[config.mk]
export PLATFORM = sky130hd
export DESIGN_NAME = aes_key192_sched_ctrl
export DESIGN_NICKNAME = d
export VERILOG_FILES = /design/src/rtl/aes_key192_sched_ctrl_pkg.sv /design/src/rtl/aes_key192_sched_ctrl_rkey_buf.sv /design/src/rtl/aes_key192_sched_ctrl.sv
export SDC_FILE = /design/constraint.sdc
export NUM_CORES = 2
export LEC_CHECK = 0
export ABC_AREA = 1
export BUFFER_PORTS_ARGS = -buffer_cell sky130_fd_sc_hd__buf_2
export CORE_MARGIN = 4
export CORE_UTILIZATION = 60
export DETAILED_ROUTE_END_ITERATION = 8
export GPL_ROUTABILITY_DRIVEN = 0
export GPL_TIMING_DRIVEN = 1
export PLACE_DENSITY_LB_ADDON = 0.25
export REMOVE_ABC_BUFFERS = 1
export SLEW_MARGIN = 20
export SYNTH_ARGS = -nofsm -noshare
export SYNTH_HDL_FRONTEND = slang
export SYNTH_SLANG_ARGS = --single-unit
[constraint.sdc]
create_clock -name clk -period 14.73 [get_ports clk]
set_clock_uncertainty 0.05 [all_clocks]
set_input_delay 3.6825 -clock clk [delete_from_list [all_inputs] [get_ports clk]]
set_output_delay 3.6825 -clock clk [all_outputs]
set_load 0.01 [all_outputs]
[src/rtl/aes_key192_sched_ctrl_pkg.sv]
// AES-192 key schedule controller: shared types and constants.
// Used by the controller top and the round-key buffer.
package aes_key192_sched_ctrl_pkg;

  localparam int AES192_NUM_RK   = 13;
  localparam int AES192_LAST_CNT = 12;
  localparam int AES_RK_W        = 128;

  typedef enum logic [2:0] {
    IDLE,
    START,
    EXPAND,
    READY,
    FAULT
  } state_e;

endpackage

[src/rtl/aes_key192_sched_ctrl_rkey_buf.sv]
// Round-key storage: NUM_RK x 128 registers, one write port, one registered read port.
// With AES_RKEY_ZEROIZE_EN the entries are also cleared by reset.
module aes_rkey_buf
  import aes_key192_sched_ctrl_pkg::*;
#(
  parameter int NUM_RK = AES192_NUM_RK
) (
  input  logic                clk,
  input  logic                reset,
  input  logic                we,
  input  logic [3:0]          waddr,
  input  logic [AES_RK_W-1:0] wdata,
  input  logic                clr,
  input  logic                re,
  input  logic [3:0]          raddr,
  output logic [AES_RK_W-1:0] rdata
);

  logic [AES_RK_W-1:0] mem_q [NUM_RK];
  logic [AES_RK_W-1:0] mem_d [NUM_RK];
  logic [AES_RK_W-1:0] rdata_q, rdata_d;

  // Next entry contents: a write to an entry wins over a bulk clear
  always_comb begin
    for (int i = 0; i < NUM_RK; i++) begin
      mem_d[i] = mem_q[i];
      if (clr) mem_d[i] = '0;
      if (we && waddr == 4'(i)) mem_d[i] = wdata;
    end
    rdata_d = rdata_q;
    if (re) rdata_d = mem_q[raddr];
  end

`ifdef AES_RKEY_ZEROIZE_EN
  // Entry storage, zeroized on reset
  always_ff @(posedge clk or posedge reset) begin
    if (reset) begin
      for (int i = 0; i < NUM_RK; i++) mem_q[i] <= '0;
    end else begin
      mem_q <= mem_d;
    end
  end
`else
  // Entry storage, stale contents survive reset
  always_ff @(posedge clk) begin
    mem_q <= mem_d;
  end
`endif

  // Registered read data, holds when no read is issued
  always_ff @(posedge clk or posedge reset) begin
    if (reset) rdata_q <= '0;
    else       rdata_q <= rdata_d;
  end

  assign rdata = rdata_q;

endmodule

[src/rtl/aes_key192_sched_ctrl.sv]
// AES-192 key schedule controller: key load, expander sequencing, round-key reads.
// Optional AES_RKEY_ZEROIZE_EN clears the round-key buffer on reset, fault and key load.
module aes_key192_sched_ctrl
  import aes_key192_sched_ctrl_pkg::*;
#(
  parameter int NUM_RK      = AES192_NUM_RK,
  parameter int TIMEOUT_CYC = 32
) (
  input  logic                clk,
  input  logic                reset,
  input  logic                key_valid,
  input  logic [191:0]        key_in,
  output logic                key_ready,
  output logic                exp_start,
  output logic [191:0]        exp_key,
  input  logic [AES_RK_W-1:0] exp_subkey,
  input  logic [3:0]          exp_cnt,
  input  logic                exp_valid,
  input  logic                rk_req,
  input  logic [3:0]          rk_idx,
  output logic [AES_RK_W-1:0] rk_out,
  output logic                rk_ack,
  output logic                rk_err,
  output logic                keys_rdy,
  output logic                busy,
  output logic                exp_fault
);

  localparam int         CW   = $clog2(TIMEOUT_CYC + 1);
  localparam logic [3:0] LAST = 4'(NUM_RK - 1);

  state_e               state_q, state_d;
  logic [CW-1:0]        cnt_q, cnt_d;
  logic [191:0]         exp_key_q, exp_key_d;
  logic                 keys_rdy_q, keys_rdy_d;
  logic                 fault_q, fault_d;
  logic                 ack_q, ack_d;
  logic                 err_q, err_d;
  logic                 buf_we;
  logic [3:0]           buf_waddr;
  logic [AES_RK_W-1:0]  buf_wdata;
  logic                 buf_clr;
  logic                 buf_re;

  assign key_ready = (state_q == IDLE) || (state_q == READY);
  assign busy      = (state_q == START) || (state_q == EXPAND);
  assign exp_start = (state_q == START);

  // Next state, timeout counter and buffer write selection
  always_comb begin
    state_d    = state_q;
    cnt_d      = cnt_q;
    exp_key_d  = exp_key_q;
    keys_rdy_d = keys_rdy_q;
    fault_d    = fault_q;
    buf_we     = 1'b0;
    buf_waddr  = 4'd0;
    buf_wdata  = exp_subkey;
    buf_clr    = 1'b0;
    unique case (state_q)
      IDLE, READY: begin
        if (key_valid) begin
          exp_key_d  = key_in;
          buf_we     = 1'b1;
          buf_wdata  = key_in[191:64];
          keys_rdy_d = 1'b0;
          cnt_d      = '0;
          state_d    = START;
`ifdef AES_RKEY_ZEROIZE_EN
          buf_clr    = 1'b1;
`endif
        end
      end
      START: begin
        cnt_d   = cnt_q + 1'b1;
        state_d = EXPAND;
      end
      EXPAND: begin
        cnt_d = cnt_q + 1'b1;
        if (exp_valid) begin
          if (exp_cnt != 4'd0 && exp_cnt <= LAST) begin
            buf_we    = 1'b1;
            buf_waddr = exp_cnt;
          end else begin
            fault_d = 1'b1;
          end
        end
        if (exp_valid && exp_cnt == LAST) begin
          state_d    = READY;
          keys_rdy_d = 1'b1;
        end else if (cnt_d == CW'(TIMEOUT_CYC)) begin
          state_d    = FAULT;
          fault_d    = 1'b1;
          keys_rdy_d = 1'b0;
`ifdef AES_RKEY_ZEROIZE_EN
          buf_clr    = 1'b1;
`endif
        end
      end
      FAULT: begin
        keys_rdy_d = 1'b0;
        fault_d    = 1'b1;
      end
      default: state_d = IDLE;
    endcase
  end

  // Read request qualification: only in READY with an in-range index
  always_comb begin
    buf_re = rk_req && (state_q == READY) && (rk_idx <= LAST);
    ack_d  = buf_re;
    err_d  = rk_req && !buf_re;
  end

  // Control and status registers
  always_ff @(posedge clk or posedge reset) begin
    if (reset) begin
      state_q    <= IDLE;
      cnt_q      <= '0;
      exp_key_q  <= '0;
      keys_rdy_q <= 1'b0;
      fault_q    <= 1'b0;
      ack_q      <= 1'b0;
      err_q      <= 1'b0;
    end else begin
      state_q    <= state_d;
      cnt_q      <= cnt_d;
      exp_key_q  <= exp_key_d;
      keys_rdy_q <= keys_rdy_d;
      fault_q    <= fault_d;
      ack_q      <= ack_d;
      err_q      <= err_d;
    end
  end

  assign exp_key   = exp_key_q;
  assign keys_rdy  = keys_rdy_q;
  assign exp_fault = fault_q;
  assign rk_ack    = ack_q;
  assign rk_err    = err_q;

  aes_rkey_buf #(
    .NUM_RK(NUM_RK)
  ) u_buf (
    .clk  (clk),
    .reset(reset),
    .we   (buf_we),
    .waddr(buf_waddr),
    .wdata(buf_wdata),
    .clr  (buf_clr),
    .re   (buf_re),
    .raddr(rk_idx),
    .rdata(rk_out)
  );

endmodule

# Yosys cells after proc, flatten, opt, wreduce, memory -nomap -nowiden
# Cells that the tools add are included.
# classes
n_mux,27
n_eq_ne,20
bitwise_logic,2
magnitude_cmp,3
n_addsub,1
reduce_logical,33
# op_table
op,n
$bmux 128 s4,1
$mux 128,4
$eq 4x4->1 const B,6
$logic_and 1x1->1,18
$eq 4x3->1 const B,4
$mux 4,3
$pmux 3 s4,1
$pmux 6 s2,1
$mux 1,10
$mux 3,3
$eq 4x2->1 const B,2
$le 4x4->1 const B,2
$add 6x1->6 const B,1
$eq 3x2->1 const B,2
$eq 6x6->1 const B,1
$mux 6,1
$reduce_and 3->1,2
$ge 5x5->1 const B,1
$not 4->5,1
$eq 4x1->1 const B,1
$logic_not 4->1,1
$pmux 1 s2,2
$reduce_and 2->1,2
$reduce_bool 2->1,2
12 further kinds,14
# totals
out_inout_bits,327
inputBits,333
ff_bits,1997

# Depth between registers and ports, before layout
# logic_depth
ltp_word,7
depth_mapped,13

# Hierarchy
# A second synthesis with hierarchy kept.
# unflattened
hier_cells,10002
area_unflattened_um2,90947.2
# modules_own_cells
module,n_inst,cells_each,seq_area_each_um2,area_each_um2
aes_rkey_buf,1,8806,53171.0,81941.1
aes_key192_sched_ctrl,1,1196,5129.9,9006.1

# Least setup slack after synthesis
# OpenSTA, ideal clock, no wires.
# synth_timing
path_kind,in2reg
from,in exp_cnt[0]
to,"reg u_buf.mem_q[1000] (netlist bit), enable pin"
setup_slack_ps,4494
arrival_time_ps,9570
cell_stages,7
path_buffers,0
setup_ps,616
cell_sequence,nor2_1 nand2_1 nand2_1 nand2_1 nor2_1 nand2_1 nor2_1
# synth_via
elab_chain_len,7
# synth_lines
element,line,text
start: declaration,aes_key192_sched_ctrl.sv:17,"input logic [3:0] exp_cnt,"
$le 4x4->1 or $reduce_bool 4->1 (tied branches),aes_key192_sched_ctrl.sv:81,if (exp_cnt != 4'd0 && exp_cnt <= LAST) begin
$logic_and 1x1->1,aes_key192_sched_ctrl.sv:81,
$mux 4,aes_key192_sched_ctrl.sv:81,
$mux 4,aes_key192_sched_ctrl.sv:80,if (exp_valid) begin
$mux 4,aes_key192_sched_ctrl.sv:60,unique case (state_q)
$eq 4x3->1,aes_key192_sched_ctrl_rkey_buf.sv:28,if (we && waddr == 4'(i)) mem_d[i] = wdata;
$logic_and 1x1->1 *,aes_key192_sched_ctrl_rkey_buf.sv:28,
end signal: assignment,aes_key192_sched_ctrl_rkey_buf.sv:46,mem_q <= mem_d;
end: declaration,aes_key192_sched_ctrl_rkey_buf.sv:19,logic [AES_RK_W-1:0] mem_q [NUM_RK];
# Mark *: on every way between the ends. The rest lies on a longest branch, timed or not.
# A chain may end at the register's enable or synchronous reset.

# Final worst setup path
# layout_timing
from,in exp_cnt[2]
to,"reg u_buf.mem_q[878] (netlist bit), enable pin"
# The elaborated chain is that of the path after synthesis.

==> reports/results.txt <==
Worst Hold Launch: exp_key[179]
Final Util: 0.6871
clock share of power: 0.324
r2r endpoint: u_buf.mem_q[878]
power density cells: 168.5 mW/mm²
Max Buffers Root-to-Sink: 3
RSZ-0062 raised after global routing: no
largest net degree at the start of global routing: 269
Area growth syn-to-layout: 13.33%
Final setup viols: 0
Net Switching: 4414 µW
register share of total power: 0.495
Hold Buf Count CTS: 0
CP endpoint kind: register
crit path DAT: 6.94 ns
Netlist cell types: 24
clk_lat worst skew: 0.82 ns
Non-Filler Instances: 9556
Post-DP HPWL: 105800 µm
fmax: 152.4 MHz
Hold WS: 0.4235 ns
Net Sw Frac: 0.2889
critical path class: input pin to register
Core ar.: 0.1320 mm²
period utilization: 0.4455
worst slew pin tran: 1.174 ns
initial antenna violation count: 1
Post-CTS Setup Inserts: 0
Cell Rows: 133
Starting Density: 0.6063
Slew Viols, Final: 0
post-synthesis register bit count: 1997
sequential share of the synthesized area: 0.7287
Yosys warning total: 0
Synth area leaders: edfxtp_1 62%, dfrtp_1 10%, nor2_1 7.6%
outcome: finished, final reports clean
# nets final: 7967
share of cells above drive strength 1: 0.1340
hold depth: 2
MaxCap Viol Count: 0
Iter 0 DRT Violations: 6494
Cells after Synth: 7136
drt first pass iters: 6
CTS tree: yes
R2R cell count: 8
Synth top area share: 0.6245
Multi-input gate area: 0.01918 mm²
Die Wd: 373.2 µm
Setup TNS: 0 ns
worst rel slew slack: 0.2175
hold endpoint: exp_key[179]
Comb power frac: 0.181
global-route wire length before repair: 317600 µm
Max Fanout on Critical Path: 42
reg-to-reg startpoint: state_q[1]
H-tree Lvls: 4
die area: 0.1393 mm²
Synth Cell Area: 0.08001 mm²
Ports: 660
most area-hungry cell type in the Yosys netlist: edfxtp_1
die height: 373.2 µm
Detail Route Antenna Nets: 0
cell count after placement: 9191
Final min period: 6.562 ns
Avg WL per Cell: 21.75 µm
worst endpoint required time: 15.11 ns
overflow left after global routing: 0
vias per cell: 5.805
Root Driver: clkbuf_16
cts repair resizes: 0
Hold/Removal Path Class: register to register
DRC viols: 0
port bufs: 659
Leakage: 0.03506 µW
Post-Route WL: 207900 µm
layout filler cell count: 9237
CTS Sinks: 1997
TritonCTS Buffers: 194
Post-Syn Area per Cell: 11.21 µm²
CTS clock-pin slew for the worst setup and hold paths: 0.06 ns
CP Launch Type: input pin
FF+latch area: 0.05830 mm²
final hold violation count: 0
vias in the first global route: 54863
Internal Power: 10870 µW
maximum VDD drop: 155.4 µV
vias: 55472
total power: 15280 µW
worst reg2reg setup slack: 10.44 ns
GRT Total Usage: 0.2933
## critical path: stages
cell and delay, ns:
buf_2 0.12, inv_1 0.07, nand2_1 0.25, nand2_1 0.12, nand2_1 0.10, nand4_1 0.30, nor2_4 0.78, buf_4 0.70
buf_4 0.74
## placed cells by master, fill, tap and decap left out, types with 9 or more instances in the layout
| cell type | synthesis | routed |
|---|---|---|
| inv_6 | 0 | 9 |
| clkbuf_1 | 155 | 48 |
| o21ai_0 | 619 | 619 |
| clkinv_1 | 0 | 31 |
| inv_1 | 128 | 124 |
| nor2_4 | 1 | 12 |
| edfxtp_1 | 1664 | 1664 |
| o21ai_1 | 89 | 89 |
| clkbuf_16 | 0 | 198 |
| bufinv_16 | 0 | 17 |
| buf_12 | 0 | 11 |
| o211ai_1 | 25 | 25 |
| dfrtp_1 | 333 | 333 |
| clkinv_2 | 0 | 35 |
| a21oi_1 | 340 | 340 |
| nand3_1 | 370 | 370 |
| clkbuf_8 | 0 | 18 |
| nor3_1 | 27 | 27 |
| nand2_1 | 1456 | 1456 |
| nor2_1 | 1630 | 1620 |
| buf_4 | 40 | 66 |
| buf_2 | 157 | 656 |
## state kept, by name, indices dropped and copies added, names as in the netlist
| name | cells |
|---|---|
| cnt_q | 6 |
| exp_fault | 1 |
| exp_key | 192 |
| keys_rdy | 1 |
| rk_ack | 1 |
| rk_err | 1 |
| state_q | 3 |
| u_buf.mem_q | 1664 |
| u_buf.rdata | 128 |
## cell usage after synthesis
| cell | count |
|---|---|
| a21oi_1 | 340 |
| a31oi_1 | 4 |
| buf_1 | 67 |
| buf_2 | 157 |
| buf_4 | 40 |
| buf_6 | 17 |
| clkbuf_1 | 155 |
| dfrtp_1 | 333 |
| edfxtp_1 | 1664 |
| ha_1 | 1 |
| inv_1 | 128 |
| inv_2 | 7 |
| nand2_1 | 1456 |
| nand2_2 | 1 |
| nand3_1 | 370 |
| nand4_1 | 3 |
| nor2_1 | 1630 |
| nor2_2 | 1 |
| nor2_4 | 1 |
| nor3_1 | 27 |
| o211ai_1 | 25 |
| o21ai_0 | 619 |
| o21ai_1 | 89 |
| o31ai_1 | 1 |
## worst max path at each step
stage,start,end,depth (start not counted)
6_report,exp_cnt[2],u_buf.mem_q[878],9
5_1_grt,exp_cnt[2],u_buf.mem_q[891],9
4_1_cts,exp_cnt[2],u_buf.mem_q[891],9
3_5_place_dp,exp_cnt[2],u_buf.mem_q[891],9
3_3_place_gp,exp_cnt[2],u_buf.mem_q[878],9
2_1_floorplan,reset,cnt_q[0],1
## layout make-up
type                    count  share of cell area
inverters                 135            0.006168
clock buffers             264             0.05936
flip-flops and latches   1997              0.6430
well taps                1755             0.02422
repair buffers            737             0.04490
multi-input cells        4568              0.2116
diodes                      1          0.00002760
clock inverters            99             0.01076
## power groups by stage
stage	registers, µW	logic [µW]	clock network [µW]
2_1_floorplan	7800	1380	0
6_report	7560	2770	4950
5_1_grt	7620	3100	5240
4_1_cts	7560	2800	4990
3_5_place_dp	7660	2790	0
3_3_place_gp	7650	2700	0
## routing by layer
metal  up-vias  global-route usage  wire (µm)
met5         -                   0          0
met2      2931              0.4829     100200
met3       353             0.05690      20710
met4         0             0.08883       5079
met1     26875              0.4019      81900
li1      25313                   -          -
## per-stage QoR
step | cell area (µm²) | setup slack [ns]
floorplan | 77900 | 1.773
global placement | 84280 | 7.395
detailed placement | 84280 | 7.332
CTS | 90640 | 8.203
global route | 90670 | 8.017
finish | 90670 | 8.168
## kinds of logic after synthesis
logic type / count (synthesis) / share of synthesized area
buffers and inverters: 571 / 0.03272
and+or+nand+nor: 3489 / 0.1701
DFF: 1997 / 0.7287
adders and majority gates: 1 / 0.0001564
AOI/OAI and AO/OA: 1078 / 0.06831
No activity file was read; power rests on OpenSTA's default activity.
